**src/rtl/obuffer_pack.sv**
```systemverilog
// Byte-to-word collector: packs 8-bit array results MSB-first into 32-bit
// words and queues completed words in a small FIFO for the memory writer.
module obuffer_pack #(
    parameter int DEPTH = 2
) (
    input  logic        CLK,
    input  logic        RSTN,
    input  logic        CLR,
    input  logic [7:0]  ID,
    input  logic        IValid,
    input  logic        Flush,
    output logic [31:0] OWord,
    output logic        OValid,
    input  logic        OReady,
    output logic        Full,
    output logic        Overflow,
    output logic        Busy
);

    localparam int PW = $clog2(DEPTH);
    localparam int CW = $clog2(DEPTH) + 1;
    localparam logic [CW-1:0] DEPTH_C = CW'(DEPTH);

    logic [31:0] pack, pack_next, lane_word, push_word;
    logic [1:0]  cnt, cnt_next;
    logic        fp, fp_next, ovf_next;

    logic [31:0]   mem [DEPTH];
    logic [PW-1:0] rd_ptr, wr_ptr;
    logic [CW-1:0] count;

    logic pop, push, room, accept, complete, flush_req;

    assign pop       = OValid & OReady;
    assign room      = (count != DEPTH_C) | pop;
    assign accept    = IValid & ~fp;
    assign complete  = accept & (cnt == 2'd3);
    assign flush_req = fp | (Flush & ((cnt != 2'd0) | accept));

    always_comb begin
        lane_word = pack;
        case (cnt)
            2'd0:    lane_word = {ID, pack[23:0]};
            2'd1:    lane_word = {pack[31:24], ID, pack[15:0]};
            2'd2:    lane_word = {pack[31:16], ID, pack[7:0]};
            default: lane_word = {pack[31:8], ID};
        endcase
    end

    // A same-cycle byte is absorbed before a flush; an overflowed lane-3 byte
    // leaves the partial word intact so a later flush can still close it.
    always_comb begin
        pack_next = pack;
        cnt_next  = cnt;
        fp_next   = fp;
        ovf_next  = Overflow;
        push      = 1'b0;
        push_word = lane_word;
        if (complete) begin
            if (room) begin
                push      = 1'b1;
                pack_next = '0;
                cnt_next  = 2'd0;
                fp_next   = 1'b0;
            end else begin
                ovf_next = 1'b1;
                fp_next  = Flush;
            end
        end else if (flush_req) begin
            if (room) begin
                push      = 1'b1;
                push_word = accept ? lane_word : pack;
                pack_next = '0;
                cnt_next  = 2'd0;
                fp_next   = 1'b0;
            end else begin
                fp_next = 1'b1;
                if (accept) begin
                    pack_next = lane_word;
                    cnt_next  = cnt + 2'd1;
                end
            end
        end else if (accept) begin
            pack_next = lane_word;
            cnt_next  = cnt + 2'd1;
        end
    end

    always_ff @(posedge CLK or negedge RSTN) begin
        if (!RSTN) begin
            pack     <= '0;
            cnt      <= 2'd0;
            fp       <= 1'b0;
            Overflow <= 1'b0;
        end else if (CLR) begin
            pack     <= '0;
            cnt      <= 2'd0;
            fp       <= 1'b0;
            Overflow <= 1'b0;
        end else begin
            pack     <= pack_next;
            cnt      <= cnt_next;
            fp       <= fp_next;
            Overflow <= ovf_next;
        end
    end

    // Pointers wrap naturally because DEPTH is a power of two.
    always_ff @(posedge CLK or negedge RSTN) begin
        if (!RSTN) begin
            rd_ptr <= '0;
            wr_ptr <= '0;
            count  <= '0;
        end else if (CLR) begin
            rd_ptr <= '0;
            wr_ptr <= '0;
            count  <= '0;
        end else begin
            if (push) wr_ptr <= wr_ptr + PW'(1);
            if (pop)  rd_ptr <= rd_ptr + PW'(1);
            case ({push, pop})
                2'b10:   count <= count + CW'(1);
                2'b01:   count <= count - CW'(1);
                default: count <= count;
            endcase
        end
    end

    always_ff @(posedge CLK) begin
        if (push) mem[wr_ptr] <= push_word;
    end

    assign OValid = (count != '0);
    assign Full   = (count == DEPTH_C);
    assign Busy   = (cnt != 2'd0) | (count != '0) | fp;
    assign OWord  = OValid ? mem[rd_ptr] : 32'h0;

endmodule
```
**config.mk**
```make
export PLATFORM = sky130hd
export DESIGN_NAME = obuffer_pack
export DESIGN_NICKNAME = d
export VERILOG_FILES = /design/src/rtl/obuffer_pack.sv
export SDC_FILE = /design/constraint.sdc
export NUM_CORES = 1
export LEC_CHECK = 0
export CAP_MARGIN = 10
export CORE_ASPECT_RATIO = 1.25
export CORE_MARGIN = 1
export CORE_UTILIZATION = 55
export CTS_CLUSTER_SIZE = 14
export DETAILED_ROUTE_END_ITERATION = 12
export PLACE_DENSITY = 0.75
export SLEW_MARGIN = 20
export SYNTH_ARGS = -nofsm -noshare
export SYNTH_HDL_FRONTEND = slang
export SYNTH_SLANG_ARGS = --single-unit
```
**constraint.sdc**
```tcl
create_clock -name CLK -period 5.05 [get_ports CLK]
set_input_delay 1.01 -clock CLK [delete_from_list [all_inputs] [get_ports CLK]]
set_output_delay 1.01 -clock CLK [all_outputs]
set_load 0.005 [all_outputs]
```
==> results of run 1 <==
[final cells by class]
class	instances	area, um2	area share
clock buffers	11	131	0.0239
inverters	5	18.8	0.00341
repair buffers	52	508	0.0923
flip-flops and latches	104	2920	0.531
well taps	97	121	0.0221
multi-input cells	251	1720	0.312
clock inverters	5	81.3	0.0148
[sequential cells by signal (all words and copies together) (netlist names)]
name,cells
pack,32
fp,1
count,2
wr_ptr,1
rd_ptr,1
cnt,2
Overflow,1
mem,64
[placed cells by master (no fill, tap or decap), types with 2 or more instances in the layout]
cell type / count
edfxtp_1: 64
clkdlybuf4s50_1: 48
nand2_1: 47
nor2_1: 40
dfrtp_1: 39
mux2i_1: 32
a22o_1: 24
o22ai_1: 18
a32o_1: 16
clkbuf_8: 9
o2111ai_1: 8
o21ai_1: 7
nor3_1: 6
o21ai_0: 6
ha_1: 5
inv_1: 4
nand2b_1: 3
o21a_1: 3
nand3_1: 3
buf_4: 3
nor2b_1: 2
a21oi_2: 2
nor3_2: 2
nor3b_2: 2
and2_1: 2
clkbuf_1: 2
bufinv_16: 2
[how the worst min path moves through the flow]
stage / start / endpoint / slack, ns / cells past startpoint
3_5_place_dp: pack[3]$_DFFE_PN0P_ / pack[3]$_DFFE_PN0P_ / 0.49 / 1
5_1_grt: pack[3]$_DFFE_PN0P_ / pack[3]$_DFFE_PN0P_ / 0.53 / 1
4_1_cts: pack[4]$_DFFE_PN0P_ / pack[4]$_DFFE_PN0P_ / 0.51 / 1
3_3_place_gp: pack[1]$_DFFE_PN0P_ / pack[1]$_DFFE_PN0P_ / 0.48 / 1
6_report: pack[4]$_DFFE_PN0P_ / pack[4]$_DFFE_PN0P_ / 0.51 / 1
2_1_floorplan: pack[0]$_DFFE_PN0P_ / pack[0]$_DFFE_PN0P_ / 0.47 / 1
[stage by stage]
step | power (mW) | instances
2_1_floorplan | 1.13 | 392
3_3_place_gp | 1.22 | 509
3_5_place_dp | 1.23 | 509
4_1_cts | 1.78 | 525
5_1_grt | 1.84 | 525
6_report | 1.77 | 525
[layer usage]
metal / global-route usage / wire length [um]
met5: 0 / 0
met4: 0.106 / 235
met3: 0.0427 / 530
met2: 0.431 / 5460
met1: 0.330 / 4400
[logic make-up after synthesis]
logic type / Yosys count / share of synthesized area
AOI/OAI and AO/OA: 97 / 0.163
xor gates and xnor gates: 1 / 0.00183
adders and majority gates: 5 / 0.0131
buffers and inverters: 37 / 0.0340
DFF: 104 / 0.610
muxes: 32 / 0.0669
and+or+nand+nor: 116 / 0.112
[report_power, final]
group	internal [mW]	switching (mW)	total (mW)	leakage (nW)
sequential	0.946	0.0244	0.971	1.12
clock	0.281	0.277	0.558	0.104
combinational	0.0985	0.144	0.242	0.731
[critical path, delay by kind of cell, from the launching register on]
kind,cells,cell delay (ns)
buffers and inverters,1,0.55
multiplexers,1,0.17
AND/OR/NAND/NOR,1,0.23
flip-flops,1,1.05
==> qor.yml, run 1 <==
die_height_um: 106
stdcell_area_um2: 5500
cts_max_path_buffers: 2
area_growth_pct: 14.9
start_util: 0.575
setup_slack_ns: 1.66
clk_pin_slew_ns: 0.09
critical_path_class: "flop to output pin"
power.density_nw_per_um2: 322
numClockSinks: 104
reg2regPathDepth: 6
yosysSeqAreaShare: 0.610
dpl.hpwl_mm: 6.69
dpl_cell_area_um2: 5290
antenna_found_initial: 0
cp-endpoint: "OWord[9]"
die-area_um2: 9090
cp_max_fo: 33
dr.pass1.iters: 5
num_vias: 3337
antenna_left: 0
leakage_nw: 1.96
tightest_slew_ns: 1.09
slew_headroom: 0.269
timing.final.crit_period_ns: 3.39
tns_ns: 0
post_drt_via_cell_ratio: 6.36
required_ns: 4.04
yosys.area.top_type_share: 0.401
first_global_vias: 3401
ioPinCount: 50
critPathLaunchType: "flop"
cpMaxStageDelayCell: "dfrtp_2"
cts_buffers: 9
post_cts_buffers: 0
cts_root_buffer: "clkbuf_8"
coreArea_um2: 8330
ys_top_cells_by_area: "edfxtp_1 (40%), dfrtp_1 (21%), mux2i_1 (6.7%)"
syn_inst: 392
rsz0062_at_grt: "no"
crit_start: "rd_ptr$_DFFE_PN0P_"
clk_latency_ns: 0.37
r2r-start: "cnt[0]$_DFFE_PN0P_"
finalWirelength_mm: 10.6
tritoncts: "done"
hold_path.class: "flop to flop"
hold_violations: 0
vdd_drop_max_mv: 0.204
holdBufCountCts: 0
final_max_slew_viol_count: 0
utilization: 0.660
synth-main-ff-cell: "edfxtp_1"
ctsHtreeMaxLevel: 3
status: "complete, no violations"
track_usage: 0.257
nNetsFinal: 442
synth.most_common_cell: "edfxtp_1"
fin_crit_sh: 0.671
cp.arrival_ns: 2.38
max_freq_mhz: 295
synth_edf_count: 64
drive_gt1_frac: 0.0748
syn_nets: 411
max-cap-violations: 0
drtIter0Drc: 367
row_count: 37
synth.distinct_cells: 50
setup_viol: 0
ys.warnings.count: 0
synth_common_cells: "edfxtp_1 (64), nand2_1 (47), nor2_1 (41)"
cts_resized: 0
regToRegSetupSlack_ns: 1.97
grt_overflow: 0
fill_cells: 659
grt_max_degree: 41
antennaDiodeCount: 0
portBuffers: 49
dp_slack_ns: 1.36
r2r-end: "mem[0][28]$_DFFE_PP_"
die_w_um: 85.5
end_kind: "output pin"
syn-cell-area_um2: 4790
yosysTopAreaCell: "edfxtp_1"
path_cells: "mux2i_1, nor2_1, clkdlybuf4s50_1"
routabilityCongestion: 0.784
finClkSkew_ns: 0.0153
crit_path_max_incr_delay_ns: 1.05
hold_slack_ns: 0.507
async_reset_ff_frac: 0.385
synth.avg_cell_area_um2: 12.2
synth-seq-cells: 104
post_drt_wl_per_cell_um: 20.2
grt_pass1_wl_mm: 17.6
drc: 0
No activity file was read; power rests on OpenSTA's default activity.
==> run 2, diff against run 1 <==
CORE_UTILIZATION = 51   (was 55)
PLACE_DENSITY = 0.73   (was 0.75)
clock period = 2.9 ns   (was 5.05 ns; I/O delays follow)
==> qor.yml, run 2 (synthesis results as in run 1) <==
comb_power_share: 0.131  # -0.006
grt_max_degree: 41  # unchanged
num_vias: 3441  # +3.1%
cp_max_fo: 23  # -30%
first_global_vias: 3298  # -3.0%
regToRegSetupSlack_ns: 0.66  # -1.31 ns
die_height_um: 110  # +3.8%
vdd_drop_max_mv: 0.310  # +52%
r2r-end: "mem[1][28]$_DFFE_PP_"
r2r-start: "cnt[0]$_DFFE_PN0P_"
most-common-layout-cells: "edfxtp_1 (64), clkdlybuf4s50_1 (48), nand2_1 (47), nor2_1 (40), dfrtp_1 (39)"
die-area_um2: 9790  # +7.7%
timing.final.crit_period_ns: 2.64
track_usage: 0.234  # -0.0221
critical_path_class: "flop to output pin"
final_common_cell: "edfxtp_1"
fill_cells: 704  # +6.8%
antenna_found_initial: 0  # unchanged
numClockSinks: 104  # unchanged
final_max_slew_viol_count: 0  # unchanged
die_w_um: 88.7  # +3.8%
setup_slack_ns: 0.255  # -1.41 ns
antennaDiodeCount: 0  # unchanged
holdBufCountCts: 0  # unchanged
row_count: 39  # +5.4%
start_util: 0.525  # -0.0499
leakage_nw: 2.09  # +6.7%
cts_max_path_buffers: 2  # unchanged
reg2regPathDepth: 8  # +2
coreArea_um2: 9130  # +9.5%
critPathLaunchType: "flop"
top_register: "mem"
dpl_cell_area_um2: 5460  # +3.3%
largest_register_ffs: 64  # unchanged
dr.pass1.iters: 5  # unchanged
pwr-share-seq: 0.480  # -0.068
nNetsFinal: 454  # +2.7%
hold_path.class: "input pin to asynchronous set/reset pin"
hold_violations: 0  # unchanged
finClkSkew_ns: 0.00526  # -0.0100 ns
status: "complete, no violations"
tns_ns: 0  # unchanged
dpl.hpwl_mm: 6.73  # +0.47%
grt_overflow: 0  # unchanged
cp.arrival_ns: 2.06  # -0.32 ns
multi_input_area_um2: 1730  # +0.73%
post_drt_wl_per_cell_um: 18.8  # -7.2%
rsz0062_at_grt: "no"
ioPinCount: 50  # unchanged
end_kind: "output pin"
post_cts_buffers: 0  # unchanged
clk_pin_slew_ns: 0.07  # -0.02 ns
clock_power_share: 0.389  # +0.074
cts_resized: 0  # unchanged
drive_gt1_frac: 0.100  # +0.0252
power.density_nw_per_um2: 603  # +87%
portBuffers: 49  # unchanged
swShare: 0.233  # -0.0188
area_growth_pct: 21.0
clk_latency_ns: 0.34  # -0.03 ns
dp_slack_ns: 0.347  # -1.01 ns
seq_area_um2: 2920  # unchanged
stdcell_area_um2: 5800  # +5.4%
finalWirelength_mm: 10.6  # -0.44%
setup_viol: 0  # unchanged
routabilityCongestion: 0.817  # +4.2%
tightest_slew_ns: 0.925  # -0.168 ns
fin_crit_sh: 0.912
antenna_left: 0  # unchanged
max_freq_mhz: 378
cts_buffers: 9  # unchanged
power.switching_uw: 814  # +83%
post_drt_via_cell_ratio: 6.11  # -3.8%
slew_headroom: 0.383  # +0.114
drc: 0  # unchanged
ctsHtreeMaxLevel: 3  # unchanged
top_regs: "mem: 64 flops, pack: 32 flops"
required_ns: 2.32  # -1.72 ns
max-cap-violations: 0  # unchanged
tritoncts: "done"
drtIter0Drc: 239  # -35%
p_int_mw: 2.68  # +100%
grt_pass1_wl_mm: 16.7  # -4.8%
cts_root_buffer: "clkbuf_16"
-- run 2: how the worst max path moves through the flow --
stage	from	slack (ns)	depth (start not counted)	end
final	rd_ptr$_DFFE_PN0P_	0.26	4	OWord[9]
after detailed placement	IValid	0.35	5	mem[0][12]$_DFFE_PP_
after floorplan	cnt[0]$_DFFE_PN0P_	0.09	6	mem[0][0]$_DFFE_PP_
after global routing	rd_ptr$_DFFE_PN0P_	0.22	4	OWord[9]
after global placement	OReady	0.41	5	mem[0][16]$_DFFE_PP_
after CTS	rd_ptr$_DFFE_PN0P_	0.23	4	OWord[9]
-- run 2: layout make-up --
class / instances / share of cell area
Sequential cell: 104 / 0.504
Multi-Input combinational cell: 251 / 0.298
Timing Repair Buffer: 64 / 0.110
Clock buffer: 10 / 0.0395
Tap cell: 123 / 0.0265
Clock inverter: 6 / 0.0186
Inverter: 5 / 0.00324
-- run 2: critical path: stages, from the launching register on --
cell,delay [ns]
dfrtp_2,0.60
buf_12,0.26
mux2i_1,0.33
nor2_1,0.07
clkdlybuf4s50_1,0.45
-- run 2: routing by layer --
metal,global-route usage,routed length (um)
met5,0,0
met4,0.100,218
met3,0.0477,552
met2,0.407,5520
met1,0.282,4280
-- run 2: stage by stage --
stage	power [mW]	utilization	hold WS (ns)	std cells
finish	3.50	0.636	0.374	563
global route	3.62	0.636	0.435	563
CTS	3.51	0.636	0.397	563
detailed placement	2.17	0.599	0.484	547
global placement	2.15	0.599	0.484	547
floorplan	1.97	-	0.284	392
-- run 2: power by group through the flow --
stage	clock network [mW]	registers, mW	logic (mW)
6_report	1.36	1.68	0.459
5_1_grt	1.44	1.68	0.500
4_1_cts	1.37	1.68	0.462
3_5_place_dp	0	1.71	0.457
3_3_place_gp	0	1.71	0.447
2_1_floorplan	0	1.70	0.270
==> run 3, diff against run 2 <==
CORE_ASPECT_RATIO = not set   (was 1.25)
CORE_MARGIN = 2   (was 1)
==> qor.yml, run 3 (synthesis results as in run 1) <==
utilization: 0.616  # -0.0198
status: "complete, no violations"
drc: 0  # unchanged
num_vias: 3401  # -1.2%
routabilityCongestion: 0.850  # +4.1%
numClockSinks: 104  # unchanged
most-common-layout-cells: "edfxtp_1 (64), clkdlybuf4s50_1 (48), nand2_1 (47), nor2_1 (40), dfrtp_1 (39)"
antenna_found_initial: 0  # unchanged
max_freq_mhz: 378  # -0.16%
cp.arrival_ns: 2.07  # about the same
tritoncts: "done"
hold_path.class: "input pin to asynchronous set/reset pin"
post_drt_wl_per_cell_um: 19.5  # +3.8%
final_max_slew_viol_count: 0  # unchanged
ioPinCount: 50  # unchanged
finalWirelength_mm: 10.7  # +1.6%
dp_slack_ns: 0.249  # -0.0980 ns
antennaDiodeCount: 0  # unchanged
path_cells: "buf_12, mux2i_1, nor2_1, clkdlybuf4s50_1"
die_w_um: 101  # +14%
rsz0062_at_grt: "no"
crit_family: "buffers and inverters"
grt_max_degree: 41  # unchanged
grt_overflow: 0  # unchanged
coreArea_um2: 9200  # +0.78%
leakage_nw: 2.03  # -2.8%
drive_gt1_frac: 0.105  # +0.00455
track_usage: 0.225  # -0.00918
largest_register_ffs: 64  # unchanged
dr.pass1.iters: 5  # unchanged
start_util: 0.521  # -0.00407
ctsHtreeMaxLevel: 3  # unchanged
cts_buffers: 9  # unchanged
area_growth_pct: 18.2
cts_resized: 0  # unchanged
crit_path_max_incr_delay_ns: 0.61  # about the same
drtIter0Drc: 350  # +46%
holdBufCountCts: 0  # unchanged
clk_pin_slew_ns: 0.11  # +0.04 ns
end_kind: "output pin"
die_height_um: 101  # -8.6%
hold_violations: 0  # unchanged
grt_pass1_wl_mm: 17.4  # +4.1%
post_drt_via_cell_ratio: 6.17  # +0.99%
critPathLaunchType: "flop"
max-cap-violations: 0  # unchanged
die-area_um2: 10200  # +4.1%
cts_max_path_buffers: 2  # unchanged
power.density_nw_per_um2: 544  # -9.8%
required_ns: 2.32  # about the same
cts_root_buffer: "clkbuf_8"
top_regs: "mem: 64 flops, pack: 32 flops"
fin_crit_sh: 0.913  # +0.00148
antenna_left: 0  # unchanged
final_common_cell: "edfxtp_1"
finClkSkew_ns: 0.00768  # +0.00242 ns
clk_latency_ns: 0.37  # +0.03 ns
cpMaxStageDelayCell: "dfrtp_2"
setup_slack_ns: 0.251  # -0.00429 ns
tightest_slew_ns: 0.973  # +0.0472 ns
slew_headroom: 0.352  # -0.0314
nNetsFinal: 454  # unchanged
vdd_drop_max_mv: 0.295  # -5.0%
row_count: 35  # -10%
critical_path_class: "flop to output pin"
top_register: "mem"
dpl.hpwl_mm: 6.87  # +2.2%
post_cts_buffers: 0  # unchanged
first_global_vias: 3242  # -1.7%
portBuffers: 49  # unchanged
setup_viol: 0  # unchanged
timing.final.crit_period_ns: 2.65  # +0.00429 ns
tns_ns: 0  # unchanged
critPathBufInv: 2  # unchanged
cp_max_fo: 23  # unchanged
run 3: power by group:
group | total, mW | internal (mW) | switching, mW
Clock | 0.941 | 0.418 | 0.522
Sequential | 1.68 | 1.65 | 0.0297
Combinational | 0.462 | 0.191 | 0.271
run 3: worst paths after layout:
path / endpoint / from / slack (ns) / depth (start not counted)
worst max-delay path: OWord[10] / rd_ptr$_DFFE_PN0P_ / 0.25 / 4
worst min-delay path: pack[12]$_DFFE_PN0P_ / RSTN / 0.36 / 1
worst max register to register: pack[30]$_DFFE_PN0P_ / cnt[0]$_DFFE_PN0P_ / 0.62 / 7
worst min register to register: pack[1]$_DFFE_PN0P_ / pack[1]$_DFFE_PN0P_ / 0.51 / 1
max in group asynchronous: rd_ptr$_DFFE_PN0P_ / RSTN / 1.88 / 1
min in group CLK: pack[1]$_DFFE_PN0P_ / pack[1]$_DFFE_PN0P_ / 0.51 / 1
run 3: metrics by stage:
step                      power [mW]  instance area [um2]  instances  hold slack (ns)
after CTS                       3.10                 5660        551            0.377
after global routing            3.21                 5660        551            0.424
final                           3.08                 5660        551            0.359
after global placement          2.16                 5450        535            0.483
after floorplan                 1.97                 4810        392            0.284
after detailed placement        2.17                 5450        535            0.487
run 3: cell type report:
type                    instances  area [um2]
fillers                       738        3530
flip-flops and latches        104        2920
multi-input cells             251        1730
repair buffers                 64         636
well taps                     111         139
clock buffers                   9         124
clock inverters                 7        91.3
inverters                       5        18.8
run 3: per-layer routing:
metal	vias up	track usage	wire length, um
met2	142	0.366	5380
met1	1680	0.315	4550
li1	1566	-	-
met4	0	0.0842	172
met5	-	0	0
met3	13	0.0257	646
